**src/rtl/bsg_chip_pkg.sv**
```systemverilog
// Shared types and constants for the divided-clock output block.
// Holds the divisor-update record, the default divisor width and the
// per-channel state encoding used by bsg_clk_out_div_chan.
package bsg_chip_pkg;

    // Default width of a channel divisor.
    localparam int div_width_lp = 8;

    // Enough channel-select bits for the largest supported block (8 channels).
    localparam int cfg_chan_width_lp = 3;

    // One divisor-update request: target channel and new divisor N.
    typedef struct packed {
        logic [cfg_chan_width_lp-1:0] chan;
        logic [div_width_lp-1:0]      div;
    } cfg_s;

    // Channel run state. DRAIN finishes a high phase after the enable drops.
    typedef enum logic [1:0] {
        CHAN_IDLE  = 2'd0,
        CHAN_RUN   = 2'd1,
        CHAN_DRAIN = 2'd2
    } chan_state_e;

endpackage

```
**src/rtl/bsg_clk_out_div_chan.sv**
```systemverilog
// One divided-clock channel: divisor counter, output flop, run/drain FSM and
// a single-entry pending-divisor slot.
// Optional feature macro: BSG_CLK_OUT_DIV_EDGE_CNT_EN adds a rising-edge
// counter on the output (edge_cnt), cleared only by reset.
// The FSM state lives in state_r so checkers can observe it directly.
module bsg_clk_out_div_chan
    import bsg_chip_pkg::*;
#(
    parameter int div_width_p = div_width_lp,
    parameter int reset_div_p = 1,
    parameter int cnt_width_p = 16
) (
    input  logic                   clk,
    input  logic                   reset_n,
    input  logic                   en,
    input  logic                   sync,
    input  logic                   cfg_w,
    input  logic [div_width_p-1:0] cfg_div,
    output logic                   ready,
    output logic                   out
`ifdef BSG_CLK_OUT_DIV_EDGE_CNT_EN
    ,
    output logic [cnt_width_p-1:0] edge_cnt
`endif
);

    chan_state_e            state_r, state_n;
    logic [div_width_p-1:0] cnt_r, cnt_n;
    logic [div_width_p-1:0] div_r, div_n;
    logic [div_width_p-1:0] pend_r, pend_n;
    logic                   pend_v_r, pend_v_n;
    logic                   out_r, out_n;
    logic                   at_term;

    assign at_term = (cnt_r == div_r);
    assign ready   = ~pend_v_r;
    assign out     = out_r;

    // Next-state logic: sync overrides everything, then per-state counting.
    always_comb begin
        state_n  = state_r;
        cnt_n    = cnt_r;
        div_n    = div_r;
        pend_n   = pend_r;
        pend_v_n = pend_v_r;
        out_n    = out_r;
        if (sync) begin
            // Phase-align: restart low from zero, may cut a high phase short.
            cnt_n    = '0;
            out_n    = 1'b0;
            if (pend_v_r) begin
                div_n = pend_r;
            end
            pend_v_n = 1'b0;
            state_n  = en ? CHAN_RUN : CHAN_IDLE;
        end else begin
            unique case (state_r)
                CHAN_IDLE: begin
                    cnt_n = '0;
                    out_n = 1'b0;
                    if (pend_v_r) begin
                        div_n    = pend_r;
                        pend_v_n = 1'b0;
                    end
                    if (en) begin
                        state_n = CHAN_RUN;
                    end
                end
                CHAN_RUN, CHAN_DRAIN: begin
                    if (!en && !out_r) begin
                        // Stopping during a low phase is already glitch-free.
                        state_n = CHAN_IDLE;
                        cnt_n   = '0;
                    end else begin
                        state_n = en ? CHAN_RUN : CHAN_DRAIN;
                        if (at_term) begin
                            cnt_n = '0;
                            out_n = ~out_r;
                            if (out_r) begin
                                // Falling edge: safe point to switch divisor or stop.
                                if (pend_v_r) begin
                                    div_n    = pend_r;
                                    pend_v_n = 1'b0;
                                end
                                if (!en) begin
                                    state_n = CHAN_IDLE;
                                end
                            end
                        end else begin
                            cnt_n = cnt_r + 1'b1;
                        end
                    end
                end
                default: begin
                    state_n = CHAN_IDLE;
                    cnt_n   = '0;
                    out_n   = 1'b0;
                end
            endcase
        end
        if (cfg_w) begin
            pend_n   = cfg_div;
            pend_v_n = 1'b1;
        end
    end

    // Channel state register with synchronous active-low reset.
    always_ff @(posedge clk) begin
        if (!reset_n) begin
            state_r  <= CHAN_IDLE;
            cnt_r    <= '0;
            div_r    <= div_width_p'(reset_div_p);
            pend_r   <= '0;
            pend_v_r <= 1'b0;
            out_r    <= 1'b0;
        end else begin
            state_r  <= state_n;
            cnt_r    <= cnt_n;
            div_r    <= div_n;
            pend_r   <= pend_n;
            pend_v_r <= pend_v_n;
            out_r    <= out_n;
        end
    end

`ifdef BSG_CLK_OUT_DIV_EDGE_CNT_EN
    logic [cnt_width_p-1:0] edge_cnt_r;

    // Count 0->1 transitions of the output; wraps, and sync does not clear it.
    always_ff @(posedge clk) begin
        if (!reset_n) begin
            edge_cnt_r <= '0;
        end else if (!out_r && out_n) begin
            edge_cnt_r <= edge_cnt_r + 1'b1;
        end
    end

    assign edge_cnt = edge_cnt_r;
`endif

endmodule

```
**src/rtl/bsg_clk_out_div.sv**
```systemverilog
// Multi-channel divided-clock generator. Each channel produces a 50% duty
// clock of period 2*(N+1) cycles from registered flops, with glitch-free
// start/stop and divisor changes deferred to the falling edge.
// Optional feature macro: BSG_CLK_OUT_DIV_EDGE_CNT_EN adds port cnt_o with
// one rising-edge counter per channel.
//
// Divisor-update handshake: a request is accepted on a clock edge where
// cfg_v_i and cfg_ready_o are both high. cfg_ready_o depends only on whether
// the addressed channel already holds an unapplied divisor; out-of-range
// channel numbers always read ready and are dropped without effect.
module bsg_clk_out_div
    import bsg_chip_pkg::*;
#(
    parameter int num_out_p   = 2,
    parameter int div_width_p = div_width_lp,
    parameter int reset_div_p = 1,
    parameter int cnt_width_p = 16
) (
    input  logic                                              clk_i,
    input  logic                                              reset_n_i,
    input  logic [num_out_p-1:0]                              en_i,
    input  logic                                              cfg_v_i,
    input  logic [((num_out_p > 1) ? $clog2(num_out_p) : 1)-1:0] cfg_chan_i,
    input  logic [div_width_p-1:0]                            cfg_div_i,
    output logic                                              cfg_ready_o,
    input  logic                                              sync_i,
    output logic [num_out_p-1:0]                              div_o
`ifdef BSG_CLK_OUT_DIV_EDGE_CNT_EN
    ,
    output logic [num_out_p*cnt_width_p-1:0]                  cnt_o
`endif
);

    localparam int cw_lp  = (num_out_p > 1) ? $clog2(num_out_p) : 1;
    localparam int pad_lp = 1 << cw_lp;

    logic [num_out_p-1:0] chan_ready;
    logic [pad_lp-1:0]    ready_pad;

    // Unused channel numbers read as always-ready so stray requests complete.
    always_comb begin
        ready_pad                = '1;
        ready_pad[num_out_p-1:0] = chan_ready;
    end

    assign cfg_ready_o = ready_pad[cfg_chan_i];

    for (genvar g = 0; g < num_out_p; g++) begin : g_chan
        logic cfg_w;

        assign cfg_w = cfg_v_i & cfg_ready_o & (cfg_chan_i == cw_lp'(g));

        bsg_clk_out_div_chan #(
            .div_width_p(div_width_p),
            .reset_div_p(reset_div_p),
            .cnt_width_p(cnt_width_p)
        ) u_chan (
            .clk     (clk_i),
            .reset_n (reset_n_i),
            .en      (en_i[g]),
            .sync    (sync_i),
            .cfg_w   (cfg_w),
            .cfg_div (cfg_div_i),
            .ready   (chan_ready[g]),
            .out     (div_o[g])
`ifdef BSG_CLK_OUT_DIV_EDGE_CNT_EN
            ,
            .edge_cnt(cnt_o[g*cnt_width_p +: cnt_width_p])
`endif
        );
    end

endmodule
```
**config.mk**
```make
export PLATFORM = sky130hd
export DESIGN_NAME = bsg_clk_out_div
export DESIGN_NICKNAME = d
export VERILOG_FILES = /design/src/rtl/bsg_chip_pkg.sv /design/src/rtl/bsg_clk_out_div_chan.sv /design/src/rtl/bsg_clk_out_div.sv
export SDC_FILE = /design/constraint.sdc
export NUM_CORES = 1
export LEC_CHECK = 0
export CAP_MARGIN = 20
export CORE_MARGIN = 10
export CORE_UTILIZATION = 55
export DETAILED_ROUTE_END_ITERATION = 8
export GPL_TIMING_DRIVEN = 0
export PLACE_DENSITY = 0.74
export SETUP_SLACK_MARGIN = 0.3
export SLEW_MARGIN = 15
export SYNTH_ARGS = -nofsm -noshare
export SYNTH_HDL_FRONTEND = slang
export SYNTH_SLANG_ARGS = --single-unit
```
**constraint.sdc**
```tcl
create_clock -name clk_i -period 2.3 [get_ports clk_i]
set_clock_uncertainty 0.05 [all_clocks]
set_input_delay 0.23 -clock clk_i [delete_from_list [all_inputs] [get_ports clk_i]]
set_output_delay 0.23 -clock clk_i [all_outputs]
set_load 0.02 [all_outputs]
```
After elaboration in Yosys (flattened, before gate mapping)
Cells that the tools add are included.

storage, ports and cells
  register bits after elaboration = 56
  output and inout port bits = 3

cells by class
  add/subtract/negate cells = 2
  magnitude comparators = 1
  equality and inequality tests = 20
  multiplexer cells = 44
  bitwise logic cells = 13
  reductions and logical operators = 24

operator list
  cell                 count
  $mux 8               10
  $pmux 8 s2           2
  $mux 2               14
  $add 8x1->8 const B  2
  $eq 8x8->1           2
  $ne 4x3->1 const B   4
  $reduce_and 4->1     4
  $mux 1               14
  $ne 3x2->1 const B   4
  $ne 3x3->1 const B   4
  $not 1->1            10
  $reduce_or 5->1      2
  $ne 4x4->1 const B   2
  $pmux 2 s2           2
  $reduce_bool 4->1    2
  $reduce_bool 3->1    2
  $reduce_or 3->1      2
  $eq 2x1->1 const B   2
  $eq 2x2->1 const B   2
  $logic_not 1->1      4
  $logic_not 2->1      2
  $pmux 1 s2           2
  $reduce_and 2->1     2
  $reduce_or 2->1      2
  3 further kinds      6

Longest topological paths before layout
Gate-level depths: netlist of run 1.

  depth in word-level cells = 7
  gate-level depth with buffers = 7

Modules after synthesis
From an unflattened synthesis of run 1, not the netlist that was laid out.

second synthesis, totals
  cells, all modules = 314
  area total of the unflattened synthesis = 2,831.5 sq um

modules (own cells, without submodules)
  module                                   times used  cells each  area each (sq um)
  bsg_clk_out_div_chan (g_chan[1].u_chan)  1           155         1,401.3
  bsg_clk_out_div_chan (g_chan[0].u_chan)  1           156         1,397.6
  bsg_clk_out_div                          1           3           32.5

Least setup slack after synthesis of run 1
OpenSTA, ideal clock, no wires.

  kind = register to register
  from = register g_chan[0].u_chan.state_r[1]
  to = register g_chan[0].u_chan.div_r[7]
  setup time = 0.082 ns
  arrival = 1.626 ns
  required time = 2.168 ns
  path slack = 0.542 ns
  stages on the path, launching flop included = 7
  path buffers = 1
  period minus slack after synthesis = 1.758 ns
  path through = dfxtp_1 inv_1 ha_1 nand3_1 dlymetal6s2s_1 or4_1 o2111ai_1

on the way
  cells in the longest elaborated chain, start to end = 4

ends and longest elaborated chain
  item                                                                line                         text
  from (decl)                                                         bsg_clk_out_div_chan.sv:27   chan_state_e state_r, state_n;
  from (signal assigned)                                              bsg_clk_out_div_chan.sv:117  state_r <= state_n;
  $eq 2x1->1 / $eq 2x2->1 (equally long branches)                     bsg_clk_out_div_chan.sv:57   unique case (state_r)
  $reduce_or 2->1                                                     bsg_clk_out_div_chan.sv:57
  $ne 3x2->1 (no source line), or another cell as far along           --
  $reduce_and 4->1 (no source line) / $mux 8 (equally long branches)  --
  to (signal assigned)                                                bsg_clk_out_div_chan.sv:112  div_r <= div_width_p'(reset_div_p);
  to (signal assigned)                                                bsg_clk_out_div_chan.sv:119  div_r <= div_n;
  to (decl)                                                           bsg_clk_out_div_chan.sv:29   logic [div_width_p-1:0] div_r, div_n;

Several ways; a longest one is shown, not always the timed one.
A chain may end at the register's enable or synchronous reset.

Final worst setup path of run 1
  from = register g_chan[1].u_chan.state_r[1]
  to = register g_chan[1].u_chan.div_r[6]

on the way
  cells in the longest elaborated chain, start to end = 4

ends and longest elaborated chain
  item                                                                line
  from (decl)                                                         bsg_clk_out_div_chan.sv:27
  from (signal assigned)                                              bsg_clk_out_div_chan.sv:117
  $eq 2x1->1 / $eq 2x2->1 (equally long branches)                     bsg_clk_out_div_chan.sv:57
  $reduce_or 2->1                                                     bsg_clk_out_div_chan.sv:57
  $ne 3x2->1 (no source line), or another cell as far along           --
  $reduce_and 4->1 (no source line) / $mux 8 (equally long branches)  --
  to (signal assigned)                                                bsg_clk_out_div_chan.sv:112
  to (signal assigned)                                                bsg_clk_out_div_chan.sv:119
  to (decl)                                                           bsg_clk_out_div_chan.sv:29

Several ways; a longest one is shown, not always the timed one.

==> impl_metrics.tcl, run 1 <==
set metrics [dict create \
    grt_remaining_overflow 0 \
    multi_input_area_mm2 0.00167 \
    yosys.area.top_type_share 0.376 \
    status "finished clean" \
    holdWs_ps 369 \
    worst_pin_slew_ps 551 \
    yosys_register_bits 56 \
    fin_area_mm2 0.00337 \
    yosys-top-cells-count "dfxtp_1 (56), nand2_1 (34), o2111ai_1 (30), nor2_1 (23), xnor2_1 (17)" \
    antennaDiodeCount 0 \
    hp-class "input port to flop" \
    io_buffers 16 \
    tritoncts "done" \
    comb_power_share 0.155 \
    fillers 432 \
    setup_violations 0 \
    nNetsFinal 376 \
    cp_max_fo 10 \
    cts-htree-levels 2 \
    crit_slowest_cell "or4_1" \
    path_clk_slew_ps 90 \
    synth-edff-count 0 \
    crit_type "flop to flop" \
    fmax_mhz 527 \
    swShare 0.273 \
    finalCritPeriodShare 0.824 \
    grt_pass1_vias 2356 \
    drtPass1Iterations 4 \
    synth_area_mm2 0.00298 \
    seqCellArea_mm2 0.00112 \
    place_area_mm2 0.00323 \
    critPathCaptureType "flop" \
    cap_violations 0 \
    p_leak_nw 1.09 \
    core_mm2 0.00517 \
    crit_arrival_ps 2080 \
    yosysWarnings 0 \
    grt_first_pass_wirelength_um 11500 \
    synth_top_cell_by_area "dfxtp_1" \
    root_buffer "clkbuf_8" \
    ir_drop_mv 0.380 \
    drt_wl_total_um 6810 \
    cts.path.max_buffers 2 \
    synthTopCellsByArea "dfxtp_1 (38%), o2111ai_1 (8.8%), xnor2_1 (5.0%)" \
    grt_max_degree 16 \
    die_y_um 93.6 \
    postSynthAreaPerCell_um2 9.09 \
    num_io_pins 18 \
    wl_per_cell_um 16.0 \
    vias 2549 \
    slew_viol_final 0 \
    switchingPower_w 0.000523 \
    fin_setup_tns_ps 0 \
    cp.required_ps 2490 \
    critPathMaxStageDelay_ps 480 \
    drive_gt1_frac 0.107 \
    yosysMostFrequentCell "dfxtp_1" \
    yosysSeqAreaShare 0.376 \
    relSlewSlack 0.632 \
    ys.flop_type "dfxtp_1" \
    drt_iter0_markers 163 \
    path_delay_family "simple AND/OR/NAND/NOR gates" \
    power_w 0.00192 \
    worst_skew_pair.late_latency_ps 310 \
    place_congestion 0.833 \
    start_util 0.577 \
    netlist_instances 328 \
    dieArea_mm2 0.00877 \
    synth-async-reset-ratio 0 \
    period_needed_ps 1900 \
    rsz0062_at_grt "yes" \
    grtUsageTotal 0.158 \
    startpoint_type "flop" \
    hold_viol 0 \
    drcViolationCount 0 \
    pwr-share-seq 0.539 \
    drtAntennaViolNets 0 \
    vias_per_cell 6.00 \
    critPathBufInv 2 \
    p_int_w 0.00140 \
    dpl.hpwl_um 4880 \
    clkPwrFrac 0.305 \
    yosysUniqueCellTypes 44 \
    die_w_um 93.6 \
    row_count 26 \
    crit_chain "inv_1, ha_1, nand3_2, clkbuf_2, or4_1, o2111ai_1" \
    synth_nets 349 \
    clock-sinks 56 \
    antenna_found_initial 0 \
    powerDensity_mw_per_mm2 569 \
    areaGrowthSynthToFinish_pct 13.0 \
    cts_buffers 5 \
]
[cells in the final DEF, fill, tap and decap left out, drive strengths merged, types with 4 or more instances in the layout]
master / netlist / routed
a21boi: 10 / 10
and3: 4 / 4
and4: 4 / 4
buf: 8 / 12
clkbuf: 11 / 18
clkdlybuf4s50: 0 / 16
dfxtp: 56 / 56
ha: 6 / 6
inv: 10 / 10
mux2i: 8 / 8
nand2: 34 / 34
nand3: 12 / 12
nand4: 18 / 18
nor2: 23 / 23
nor2b: 15 / 15
o2111ai: 30 / 30
o21ai: 10 / 10
or4: 14 / 14
xnor2: 18 / 18
xor2: 10 / 10
[state kept, by name, summed over array words and instances (netlist names)]
register and cells:
g_chan.u_chan.cnt_r 16, g_chan.u_chan.div_r 16, g_chan.u_chan.pend_r 16, g_chan.u_chan.state_r 4, g_chan.u_chan.out 2, g_chan.u_chan.pend_v_r 2
[power groups by stage]
stage	combinational, W	clock [W]	sequential [W]
global placement	0.000288	0	0.00106
floorplan	0.000205	0	0.00105
CTS	0.000295	0.000597	0.00103
detailed placement	0.000293	0	0.00106
global route	0.000327	0.000629	0.00104
finish	0.000298	0.000586	0.00104
[logic make-up after synthesis]
group,synth area share
AOI/OAI and AO/OA,0.172
xor gates and xnor gates,0.0847
adders and majority gates,0.0252
buffers and inverters,0.0680
DFF,0.376
muxes,0.0268
and+or+nand+nor,0.247
[through the flow]
stage | instances | setup WS (ps) | utilization
floorplan | 328 | 542 | -
global placement | 414 | 268 | 0.625
detailed placement | 414 | 248 | 0.625
CTS | 425 | 315 | 0.649
global route | 425 | 300 | 0.652
finish | 425 | 404 | 0.652
[tightest hold or removal path, stage by stage]
cell	delay, ps
clkbuf_1	180
o21ai_0	190
a21boi_0	80
[metal layers]
metal	vias to the layer above	track usage	share of wire
met2	63	0.230	0.43
met4	0	0.0443	0.0098
li1	1271	-	-
met1	1206	0.226	0.51
met5	-	0	0
met3	9	0.0336	0.055
[area by class of cell]
| cell class | count | share of cell area |
|---|---|---|
| plain buffers | 21 | 0.0490 |
| inverters | 11 | 0.0122 |
| well taps | 70 | 0.0260 |
| repair buffers | 20 | 0.0564 |
| multi-input cells | 240 | 0.495 |
| clock buffers | 7 | 0.0286 |
| flip-flops and latches | 56 | 0.333 |
[worst paths after layout]
check	start	endpoint	slack, ps	cells after the start
worst max-delay path	g_chan[1].u_chan.state_r[1]$_SDFFE_PN0P_	g_chan[1].u_chan.div_r[6]$_SDFFE_PN0P_	400	6
worst min-delay path	sync_i	g_chan[1].u_chan.state_r[0]$_SDFFE_PN0P_	370	3
worst max register to register	g_chan[1].u_chan.state_r[1]$_SDFFE_PN0P_	g_chan[1].u_chan.div_r[6]$_SDFFE_PN0P_	400	6
worst min register to register	g_chan[1].u_chan.pend_r[3]$_SDFFE_PN0P_	g_chan[1].u_chan.pend_r[3]$_SDFFE_PN0P_	420	2
[timing repair]
item	4_1_cts	5_1_grt
hold buffers	0	0
setup buffers	4	0
setup endpoints to repair	2	9
gates resized for setup	1	6
Power figures use the tool's default switching activity.
==> run 2: changes to the inputs <==
CORE_UTILIZATION = 53   (was 55)
clock period = 1.7 ns   (was 2.3 ns; I/O delays follow)
==> run 2 against run 1 <==
The run now ends with negative setup slack left. Clock power increased by 27%. Flip-flop and latch count is the same. Global-route usage increased by 3.8 points. Sequential power rose by 37%. Critical path depth shrank 1. Sequential share of layout area shrank 6.6 points. Power increased by 57%. Hold slack gained 13 ps. Cell count increased by 12%. Wire length up 64%. Cell area is 36% higher. Combinational power rose to 2.9 times the previous value. Highest routed layer unchanged.
==> impl_metrics.tcl, run 2 (same netlist as run 1, synthesis figures left out) <==
set metrics [dict create \
    critPathCaptureType "flop" \
    path_clk_slew_ps 100 \
    grt_max_degree 16 \
    reg2reg_slack_ps -50 \
    crit_arrival_ps 1930 \
    dieArea_mm2 0.00903 \
    status "finished with violations" \
    hp-class "input port to flop" \
    ir_drop_mv 0.488 \
    setup_ws_ps -49.5 \
    startpoint_type "flop" \
    nNetsFinal 427 \
    hold_buffers 0 \
    fmax_mhz 572 \
    seqCellArea_mm2 0.00122 \
    core_mm2 0.00547 \
    start_util 0.545 \
    grt_remaining_overflow 0 \
    drt_wl_total_um 11200 \
    vias_per_cell 6.95 \
    root_buffer "clkbuf_8" \
    worst_pin_slew_ps 625 \
    grt_use_met1 0.255 \
    die_w_um 95.0 \
    antenna_found_initial 0 \
    setup_violations 7 \
    drtPass1Iterations 5 \
    die_y_um 95.0 \
    crit_type "flop to flop" \
    min_path_cells 3 \
    powerDensity_mw_per_mm2 659 \
    drcViolationCount 0 \
    drtAntennaViolNets 0 \
    drive_gt1_frac 0.468 \
    io_buffers 16 \
    grtUsageTotal 0.195 \
    p_leak_nw 1.53 \
    rsz0062_at_grt "yes" \
    cp_max_fo 7 \
    final_cell_mix "buf_4 (39), nand2_1 (34), dfxtp_2 (22), nor2_1 (21), buf_6 (19)" \
    reg2reg_depth 5 \
    place_inst 416 \
    r2r-start "g_chan[1].u_chan.cnt_r[7]$_SDFF_PP0_" \
    final_common_cell "buf_4" \
    hold_viol 0 \
    wl_per_cell_um 23.4 \
    cts-htree-levels 2 \
    met2_usage 0.304 \
    antennaDiodeCount 0 \
    place_congestion 0.782 \
    slew_viol_final 0 \
    tritoncts "done" \
    relSlewSlack 0.583 \
    r2r-end "g_chan[1].u_chan.div_r[2]$_SDFFE_PN0P_" \
    grt_pass1_vias 2820 \
    grt_first_pass_wirelength_um 14200 \
    grt_use_met3 0.0487 \
    period_needed_ps 1750 \
    crit_path_end "g_chan[1].u_chan.div_r[2]$_SDFFE_PN0P_" \
    finalCritPeriodShare 1.03 \
    fillers 318 \
    cts.path.max_buffers 2 \
    power_w 0.00301 \
    multi_input_area_mm2 0.00231 \
    row_count 27 \
    dpl.hpwl_um 4930 \
    biggestRegsByFlops "g_chan.u_chan.cnt_r (16), g_chan.u_chan.div_r (16), g_chan.u_chan.pend_r (16)" \
    drt_iter0_markers 464 \
    areaGrowthSynthToFinish_pct 53.2 \
    vias 3324 \
    failed_checks "negative setup slack" \
    final_cells 478 \
    cts_buffers 5 \
    crit_path_start "g_chan[1].u_chan.cnt_r[7]$_SDFF_PP0_" \
    cp.required_ps 1880 \
    num_io_pins 18 \
    worst_skew_pair.late_latency_ps 330 \
    grt-busiest-layer "met2" \
    cap_violations 0 \
    clock-sinks 56 \
]
[run 2: worst min-delay path by stage]
stage                                            startpoint                                  endpoint  slack [ps]
finish                                         cfg_div_i[1]   g_chan[1].u_chan.pend_r[1]$_SDFFE_PN0P_         380
global route                                   cfg_div_i[1]   g_chan[1].u_chan.pend_r[1]$_SDFFE_PN0P_         400
CTS                                                  sync_i  g_chan[0].u_chan.state_r[0]$_SDFFE_PN0P_         390
detailed placement  g_chan[1].u_chan.pend_r[4]$_SDFFE_PN0P_   g_chan[1].u_chan.pend_r[4]$_SDFFE_PN0P_         410
global placement    g_chan[1].u_chan.pend_r[4]$_SDFFE_PN0P_   g_chan[1].u_chan.pend_r[4]$_SDFFE_PN0P_         400
floorplan                                           en_i[0]  g_chan[0].u_chan.state_r[1]$_SDFFE_PN0P_         190
[run 2: power by group]
group / total (W) / internal [W] / switching (W)
clock network: 0.000743 / 0.000283 / 0.000461
logic: 0.000850 / 0.000423 / 0.000428
registers: 0.00142 / 0.00134 / 0.0000741
total: 0.00301 / 0.00205 / 0.000962
[run 2: area by class of cell]
cell class,count,area share
Buffer,21,0.0457
Multi-Input combinational cell,242,0.505
Clock inverter,1,0.00110
Inverter,11,0.00931
Sequential cell,56,0.266
Timing Repair Buffer,69,0.137
Tap cell,72,0.0197
Clock buffer,6,0.0159
[run 2: metrics by stage]
step           TNS [ps]  setup slack (ps)  cell area, um2  utilization  hold WS (ps)
3_5_place_dp      -7040              -349            3360        0.615           406
6_report           -122             -49.5            4570        0.835           382
5_1_grt            -310             -70.0            4570        0.835           397
3_3_place_gp      -6650              -308            3360        0.615           404
2_1_floorplan         0               151            3110            -           191
4_1_cts               0              78.1            4190        0.765           387
[run 2: metal layers]
metal / up-vias / wire [um]
met4: 0 / 572
met1: 1579 / 4480
met5: - / 0
li1: 1394 / -
met2: 274 / 5060
met3: 77 / 1080
[run 2: critical path, cell delays in order (launching register included)]
cell and delay, ps:
dfxtp_2 360, xnor2_2 240, nand4_4 240, buf_6 200, or4_1 450, o2111ai_1 120
[run 2: timing repair]
action / 4_1_cts / 5_1_grt
setup endpoints to repair: 49 / 48
cloned: 9 / 0
resized for setup: 102 / 74
pin swaps: 53 / 28
setup buffers: 30 / 16
==> run 3: changes to the inputs <==
CAP_MARGIN = not set   (was 20)
==> results of run 3 <==
Final layout, timing and power as in run 2 (identical DEF).
